==> src/rtl/gfx256_wbm_readwrite.sv <==
// gfx256_wbm_readwrite
// Wishbone B3 classic single-beat bus master that sits behind the read/write
// arbiter. It takes one request at a time, runs a single bus cycle and returns
// a one-cycle ack_o (with read data on reads). A watchdog aborts cycles that
// the slave never answers, so a hung slave cannot stall the accelerator.
//
// Ports
//   clk_i, rst_i            clock, asynchronous active-high reset
//   read_request_i          read request from arbiter
//   write_request_i, we_i   write request / write enable from arbiter
//   addr_i, sel_i, dat_i    byte address, byte selects, write data
//   dat_o                   read data back to arbiter
//   ack_o, err_o            completion pulse; err_o marks slave error/timeout
//   busy_o                  cycle in progress (ACTIVE or DONE)
//   timeout_o               sticky watchdog abort flag, cleared by reset only
//   wbm_*                   Wishbone master side (classic, cti/bte fixed 0)
module gfx256_wbm_readwrite #(
  parameter int WID     = 256,
  parameter int TIMEOUT = 1024,
  parameter int TCW     = 16
) (
  input  logic             clk_i,
  input  logic             rst_i,
  input  logic             read_request_i,
  input  logic             write_request_i,
  input  logic [31:0]      addr_i,
  input  logic             we_i,
  input  logic [WID/8-1:0] sel_i,
  input  logic [WID-1:0]   dat_i,
  output logic [WID-1:0]   dat_o,
  output logic             ack_o,
  output logic             err_o,
  output logic             busy_o,
  output logic             timeout_o,
  output logic             wbm_cyc_o,
  output logic             wbm_stb_o,
  output logic [2:0]       wbm_cti_o,
  output logic [1:0]       wbm_bte_o,
  output logic             wbm_we_o,
  output logic [31:0]      wbm_adr_o,
  output logic [WID/8-1:0] wbm_sel_o,
  output logic [WID-1:0]   wbm_dat_o,
  input  logic [WID-1:0]   wbm_dat_i,
  input  logic             wbm_ack_i,
  input  logic             wbm_err_i
);

  localparam int NB     = WID / 8;
  localparam int AW_LSB = $clog2(NB);
  // Clears the byte-within-beat address bits so the bus sees beat-aligned addresses.
  localparam logic [31:0] ADR_MASK = ~((32'd1 << AW_LSB) - 32'd1);
  localparam bit TO_EN = (TIMEOUT != 0);
  localparam logic [TCW-1:0] TO_LAST = (TIMEOUT == 0) ? '0 : TCW'(TIMEOUT - 1);

  typedef enum logic [1:0] {S_IDLE, S_ACTIVE, S_DONE} state_t;

  state_t           r_state, w_state;
  logic             r_cyc, w_cyc;
  logic             r_we, w_we;
  logic             r_ack, w_ack;
  logic             r_err, w_err;
  logic             r_busy, w_busy;
  logic             r_to, w_to;
  logic [31:0]      r_adr, w_adr;
  logic [NB-1:0]    r_sel, w_sel;
  logic [WID-1:0]   r_wdat, w_wdat;
  logic [WID-1:0]   r_rdat, w_rdat;
  logic [TCW-1:0]   r_cnt, w_cnt;

  // Watchdog counter holds at all-ones instead of wrapping back to zero.
  function automatic logic [TCW-1:0] sat_inc(input logic [TCW-1:0] v);
    return (&v) ? v : v + 1'b1;
  endfunction

  always_comb begin
    w_state = r_state;
    w_cyc   = r_cyc;
    w_we    = r_we;
    w_ack   = 1'b0;
    w_err   = 1'b0;
    w_to    = r_to;
    w_adr   = r_adr;
    w_sel   = r_sel;
    w_wdat  = r_wdat;
    w_rdat  = r_rdat;
    w_cnt   = r_cnt;
    case (r_state)
      S_IDLE: begin
        if (write_request_i || read_request_i) begin
          w_adr   = addr_i & ADR_MASK;
          w_sel   = sel_i;
          w_wdat  = dat_i;
          // A write request takes priority if both are raised together.
          w_we    = write_request_i & we_i;
          w_cyc   = 1'b1;
          w_cnt   = '0;
          w_state = S_ACTIVE;
        end
      end
      S_ACTIVE: begin
        if (wbm_ack_i) begin
          w_cyc   = 1'b0;
          w_ack   = 1'b1;
          if (!r_we) w_rdat = wbm_dat_i;
          w_state = S_DONE;
        end else if (wbm_err_i) begin
          w_cyc   = 1'b0;
          w_ack   = 1'b1;
          w_err   = 1'b1;
          w_state = S_DONE;
        end else if (TO_EN && (r_cnt == TO_LAST)) begin
          w_cyc   = 1'b0;
          w_ack   = 1'b1;
          w_err   = 1'b1;
          w_to    = 1'b1;
          w_state = S_DONE;
        end else begin
          w_cnt   = sat_inc(r_cnt);
        end
      end
      // Requester is still dropping its request this cycle, so ignore it.
      S_DONE: w_state = S_IDLE;
      default: w_state = S_IDLE;
    endcase
    w_busy = (w_state != S_IDLE);
  end

  always_ff @(posedge clk_i or posedge rst_i) begin
    if (rst_i) begin
      r_state <= S_IDLE;
      r_cyc   <= 1'b0;
      r_we    <= 1'b0;
      r_ack   <= 1'b0;
      r_err   <= 1'b0;
      r_busy  <= 1'b0;
      r_to    <= 1'b0;
      r_adr   <= '0;
      r_sel   <= '0;
      r_wdat  <= '0;
      r_rdat  <= '0;
      r_cnt   <= '0;
    end else begin
      r_state <= w_state;
      r_cyc   <= w_cyc;
      r_we    <= w_we;
      r_ack   <= w_ack;
      r_err   <= w_err;
      r_busy  <= w_busy;
      r_to    <= w_to;
      r_adr   <= w_adr;
      r_sel   <= w_sel;
      r_wdat  <= w_wdat;
      r_rdat  <= w_rdat;
      r_cnt   <= w_cnt;
    end
  end

  assign dat_o     = r_rdat;
  assign ack_o     = r_ack;
  assign err_o     = r_err;
  assign busy_o    = r_busy;
  assign timeout_o = r_to;
  assign wbm_cyc_o = r_cyc;
  assign wbm_stb_o = r_cyc;
  assign wbm_cti_o = 3'b000;
  assign wbm_bte_o = 2'b00;
  assign wbm_we_o  = r_we;
  assign wbm_adr_o = r_adr;
  assign wbm_sel_o = r_sel;
  assign wbm_dat_o = r_wdat;

endmodule

==> config.mk <==
export PLATFORM = sky130hd
export DESIGN_NAME = gfx256_wbm_readwrite
export DESIGN_NICKNAME = d
export VERILOG_FILES = /design/src/rtl/gfx256_wbm_readwrite.sv
export SDC_FILE = /design/constraint.sdc
export NUM_CORES = 1
export LEC_CHECK = 0
export ABC_CLOCK_PERIOD_IN_PS = 44500
export CAP_MARGIN = 20
export CORE_AREA = 2 2 456 458
export CTS_BUF_LIST = sky130_fd_sc_hd__clkbuf_4 sky130_fd_sc_hd__clkbuf_8
export CTS_CLUSTER_DIAMETER = 30
export CTS_CLUSTER_SIZE = 12
export DETAILED_ROUTE_END_ITERATION = 7
export DIE_AREA = 0 0 458 460
export GPL_ROUTABILITY_DRIVEN = 0
export PLACE_DENSITY = 0.36
export SLEW_MARGIN = 20
export SYNTH_ARGS = -nofsm -noshare
export SYNTH_HDL_FRONTEND = slang
export SYNTH_SLANG_ARGS = --single-unit
export TNS_END_PERCENT = 5
==> constraint.sdc <==
create_clock -name clk_i -period 44.5 [get_ports clk_i]
set_input_delay 4.45 -clock clk_i [delete_from_list [all_inputs] [get_ports clk_i]]
set_output_delay 4.45 -clock clk_i [all_outputs]
set_load 0.01 [all_outputs]
==> results of run 1 <==
## metrics by stage
step	util	total power [mW]
floorplan	-	1.50
global placement	0.180	2.38
detailed placement	0.180	2.38
CTS	0.205	3.44
global route	0.205	3.56
finish	0.205	3.34
## critical path: cells and delay by family
kind	cells	cell delay [ns]
buffers and inverters	7	4.07
## area by class of cell
cell class,instances,area [sq um],area share
sequential,595,14900,0.353
timing repair buffer,1176,11700,0.278
multi-input combinational,687,7110,0.169
clock buffer,330,4300,0.102
tap,2704,3380,0.0802
clock inverter,88,691,0.0164
antenna,29,72.6,0.00172
inverter,3,18.8,0.000445
## power breakdown
part,switching [mW],internal (mW)
logic,0.582,0.777
clock network,0.371,0.641
registers,0.157,0.817
## final timing paths
| kind | endpoint | cells after the start | start | slack (ns) |
|---|---|---|---|---|
| hold / removal | timeout_o$_DFFE_PP0P_ | 1 | timeout_o$_DFFE_PP0P_ | 0.46 |
| max in group clk_i | dat_o[81]$_DFFE_PP0P_ | 5 | wbm_ack_i | 37.22 |
| setup reg to reg | dat_o[81]$_DFFE_PP0P_ | 5 | r_state[1]$_DFF_PP0_ | 40.54 |
| min in group asynchronous | wbm_adr_o[12]$_DFFE_PP0P_ | 2 | rst_i | 4.01 |
| setup / recovery | dat_o[172]$_DFFE_PP0P_ | 7 | rst_i | 36.74 |
| hold reg to reg | timeout_o$_DFFE_PP0P_ | 1 | timeout_o$_DFFE_PP0P_ | 0.46 |
## cell usage in the layout, fill, tap and decap left out, types with 2 or more instances in the layout
cell and count:
inv_1 2, nand4_1 2, mux2_2 572, clkinv_2 69, clkbuf_8 291, a31oi_1 9, clkinvlp_4 2, inv_8 3
dfrtp_1 595, o31ai_1 4, o21ai_0 11, conb_1 10, and4_1 4, nand3_1 6, and3_1 4, clkbuf_4 39
clkdlybuf4s50_1 1155, buf_4 19, nand2_1 19, bufinv_16 4, clkinv_16 2, nor2_1 11, or3_1 2, inv_12 4
and2_1 3, buf_12 2, diode_2 29, inv_6 3, o31a_1 2, a21oi_1 4, nor3_1 6
## registers in the layout (all words and copies together) (netlist names)
| name | flops |
|---|---|
| dat_o | 256 |
| r_state | 2 |
| wbm_we_o | 1 |
| err_o | 1 |
| busy_o | 1 |
| r_cnt | 16 |
| wbm_cyc_o | 1 |
| wbm_sel_o | 32 |
| ack_o | 1 |
| timeout_o | 1 |
| wbm_adr_o | 27 |
| wbm_dat_o | 256 |
## logic make-up (layout without fill, tap and decap cells)
group / count (synthesis) / count (layout) / share of synthesized area
compound gates: 39 / 39 / 0.0119
fa+ha+maj: 1 / 1 / 0.000559
buf+inv: 83 / 1597 / 0.0189
flops: 595 / 595 / 0.665
mux: 573 / 573 / 0.288
other cells: 1 / 39 / 0.000168
simple gates: 64 / 64 / 0.0149
## per-layer routing
metal | part of all wire | routed length [um] | track usage
met1 | 0.37 | 48200 | 0.126
met2 | 0.45 | 58600 | 0.188
met3 | 0.14 | 18400 | 0.0830
met4 | 0.026 | 3330 | 0.0349
met5 | 0.0026 | 329 | 0
==> metrics.txt, run 1 <==
Post-CTS Resized=0; number of distinct library cells after synthesis=39; post-synth top area share=0.665; register bit total from synthesis=595; Sink Count=595; Peak VDD IR=0.0297 mV; hpwl dp=102000 um; Setup-failing EPs final=0; sequential area share after synthesis=0.665; Synth Warn #=0; Post-DRT Antenna Nets=0; pwr/cell area=79.2 nW/um^2; H-tree depth=4; Setup Buffers After CTS=0; RSZ-0062 raised after global routing=no; clk buf depth=3; number of fillers in the final layout=22.3k; CP required=45.50 ns; critical-path cell list=clkdlybuf4s50_1 -> inv_8 -> buf_4 -> buf_4 -> buf_4 -> buf_4 -> buf_4; ys flop type=dfrtp_1; CTS clk-pin slew, worst paths=0.05 ns; cts hold-fix bufs=0; routed wire length=129000 um; Vias=17.6k; post-layout minimum cycle time=7.76 ns; gate count of the mapped netlist=1356; Core Region=206000 sq um; Worst Path Arrival=8.76 ns; pin slew with the least headroom to its limit=0.981 ns; CP Launch Type=primary input; Hold Vio Cnt, Final=0; die area=211000 sq um; worst min-delay path class=reg -> reg; synthesized area=22400 sq um; post-route cell area=42200 sq um; max-cap violations=0; Die Y=460 um; status=finished clean; Num CTS Buffers=225; number of global-route vias before repair=19.1k; Synth area leader=dfrtp_1; IO Count=1171; Slew Limit Fails=0; nets=3272; worst slack, placed=35.41 ns; setup TNS=0 ns; drt first-iter violations=563; Post-route DRC=0; Routed WL per cell=23.0 um; ys async rst share=1.00; Rows=167; final worst path period share=0.174; placed cell areas=37100 sq um; grt total ovfl=0; slowest stage delay, CP=0.67 ns; largest net degree at the start of global routing=124; Via-to-Cell Ratio=3.14; Final WS setup=36.74 ns; Post-synth top cells=dfrtp_1, mux2_2, buf_2; Synth area leaders=dfrtp_1, mux2_2, buf_2; leakage power=16.9 nW; Setup Skew=0.0748 ns; worst-path fanout max=72; area delta synth->final=88.6%; global-route wire length before repair=170000 um; Setup crit end kind=async pin; fmax=129 MHz; worst skew pair latency=0.95 ns; die width=458 um; Worst Setup Path Type=in -> async; slowest cell on the critical path=buf_4; Root Buffer=clkbuf_8; initial antenna violation count=102; share of cells above drive strength 1=0.353; hold slack=0.456 ns; initial core utilization=0.109; I/O Buffers=1155; 1st-pass router iterations=4; Worst path most repeated cell=buf_4; Tot GR Track Use=0.119; Slew headroom=0.345; Final Instance Count excl. Fillers=5612; CTS tree=built; count leader, synth=dfrtp_1; Post-synth EDFFs=0; placed cell count=5165; Syn Area/Cell=16.5 sq um
No activity file was read; power rests on OpenSTA's default activity.
==> run 2: changes to the inputs <==
--- a/config.mk
+++ b/config.mk
@@ -5,7 +5,7 @@
 export SDC_FILE = /design/constraint.sdc
 export NUM_CORES = 1
 export LEC_CHECK = 0
-export ABC_CLOCK_PERIOD_IN_PS = 44500
+export ABC_CLOCK_PERIOD_IN_PS = 7500
 export CAP_MARGIN = 20
 export CORE_AREA = 2 2 456 458
 export CTS_BUF_LIST = sky130_fd_sc_hd__clkbuf_4 sky130_fd_sc_hd__clkbuf_8
==> constraint.sdc (replaced) <==
create_clock -name clk_i -period 7.5 [get_ports clk_i]
set_input_delay 0.75 -clock clk_i [delete_from_list [all_inputs] [get_ports clk_i]]
set_output_delay 0.75 -clock clk_i [all_outputs]
set_load 0.01 [all_outputs]
==> run 2 against run 1 <==
Setup slack lost 32 ns. Sequential share of layout area is essentially flat. Count of clock-buffer cells in the layout grew 12.
==> metrics.txt, run 2 (synthesis gave the netlist of run 1 again) <==
status=finished clean; Routed WL per cell=23.6 um (+2.6%); Worst path top cell family by delay=buffers and inverters; Post-CTS Resized=0 (unchanged); die area=211000 sq um (unchanged); Slew headroom=0.278 (-0.0674); initial core utilization=0.109 (unchanged); max-cap violations=0 (unchanged); worst slack, placed=4.20 ns (-31.21 ns); Multi-input gate area=7110 sq um (unchanged); slowest stage delay, CP=0.88 ns (+0.21 ns); Die Y=460 um (unchanged); Worst Path Arrival=2.22 ns (-6.54 ns); Via-to-Cell Ratio=3.17 (+1.1%); I/O Buffers=1155 (unchanged); Final Instance Count excl. Fillers=5586 (-0.46%); die width=458 um (unchanged); hold slack=0.238 ns (-0.218 ns); Sink Count=595 (unchanged); Setup-failing EPs final=0 (unchanged); initial antenna violation count=94 (-7.8%); largest net degree at the start of global routing=147 (+19%); Setup crit end kind=output pin; slowest cell on the critical path=clkdlybuf4s50_1; number of fillers in the final layout=22.4k (+0.15%); global-route wire length before repair=174000 um (+1.9%); number of global-route vias before repair=19.2k (+0.73%); hpwl dp=104000 um (+1.2%); Hold Vio Cnt, Final=0 (unchanged); Peak VDD IR=0.202 mV (+580%); CP required=6.75 ns (-38.75 ns); Setup Skew=0.0562 ns (-0.0187 ns); Core Region=206000 sq um (unchanged); Vias=17.7k (+0.64%); area delta synth->final=88.8%; GR Util met1=0.137 (+0.0110); Final WS setup=4.53 ns (-32.21 ns); nets=3268 (-0.12%); leakage power=16.9 nW (about the same); GRT met2 Usage=0.180 (-0.00756); Root Buffer=clkbuf_8; Num CTS Buffers=222 (-1.3%); Worst Setup SP=wbm_we_o$_DFFE_PP0P_; M3 GR Usage=0.0855 (+0.00250); Rows=167 (unchanged); IO Count=1171 (unchanged); Most Crowded Layer GR=met2; Slew Limit Fails=0 (unchanged); fmax=337 MHz; most common cell after layout, fill and taps aside=clkdlybuf4s50_1; grt total ovfl=0 (unchanged); share of cells above drive strength 1=0.350 (-0.00316); Post-DRT Antenna Nets=0 (unchanged); H-tree depth=4 (unchanged); drt first-iter violations=556 (-1.2%); reg2reg start=r_state[1]$_DFF_PP0_; worst min-delay path class=in -> async; Post-route DRC=0 (unchanged); cts hold-fix bufs=0 (unchanged); Worst Setup Path Type=reg -> out; worst skew pair latency=0.90 ns (-0.05 ns); routed wire length=132000 um (+2.1%); WP buf/inv=1 (-6); final worst path period share=0.396; CTS clk-pin slew, worst paths=0.05 ns (about the same); worst-path fanout max=3 (-96%); CTS tree=built; post-layout minimum cycle time=2.97 ns; Tot GR Track Use=0.121 (+0.00209); most frequent cells in the layout=clkdlybuf4s50_1, dfrtp_1, mux2_2; sequential cell area=14900 sq um (unchanged); clk buf depth=3 (unchanged); critical-path cell list=clkdlybuf4s50_1; pwr/cell area=471 nW/um^2 (+490%); pin slew with the least headroom to its limit=1.08 ns (+0.102 ns); placed cell count=5163 (-0.039%); 1st-pass router iterations=4 (unchanged); CP Launch Type=flip-flop; RSZ-0062 raised after global routing=no; Setup Buffers After CTS=0 (unchanged)
run 2: cell type report:
class | instances | share of cell area
antenna | 17 | 0.00101
clock buffer | 342 | 0.104
clock inverter | 63 | 0.0148
inverter | 3 | 0.000355
multi-input combinational | 687 | 0.168
sequential | 595 | 0.352
tap | 2704 | 0.0801
timing repair buffer | 1175 | 0.279
run 2: final timing paths:
kind / slack, ns / depth (start not counted) / endpoint
setup / recovery: 4.53 / 1 / wbm_we_o
hold / removal: 0.24 / 2 / dat_o[110]$_DFFE_PP0P_
setup reg to reg: 4.97 / 4 / dat_o[135]$_DFFE_PP0P_
hold reg to reg: 0.46 / 1 / timeout_o$_DFFE_PP0P_
max in group asynchronous: 5.57 / 4 / dat_o[218]$_DFFE_PP0P_
min in group clk_i: 0.43 / 2 / dat_o[78]$_DFFE_PP0P_
run 2: worst reg2reg max path, delay by kind of cell, from the launching register on:
family,cells,cell delay [ns]
flops,1,0.39
simple gates,2,0.79
mux,1,0.46
buf+inv,1,0.76
run 2: where the power goes:
| group | switching (mW) | internal (mW) |
|---|---|---|
| sequential | 0.890 | 4.85 |
| clock | 2.15 | 3.91 |
| combinational | 3.49 | 4.63 |
| total | 6.53 | 13.4 |
run 2: per-layer routing:
| layer | vias to the layer above | wire length (um) |
|---|---|---|
| met3 | 291 | 19800 |
| met4 | 58 | 2920 |
| met5 | - | 368 |
| met2 | 1086 | 57100 |
| met1 | 8687 | 51500 |
| li1 | 7595 | - |
run 2: stage by stage:
| step | TNS [ns] | util | instance area [sq um] | total power [mW] |
|---|---|---|---|---|
| floorplan | -811.16 | - | 22400 | 8.89 |
| global placement | 0 | 0.180 | 37200 | 14.1 |
| detailed placement | 0 | 0.180 | 37200 | 14.1 |
| CTS | 0 | 0.205 | 42200 | 20.4 |
| global route | 0 | 0.205 | 42200 | 21.1 |
| finish | 0 | 0.205 | 42300 | 19.9 |
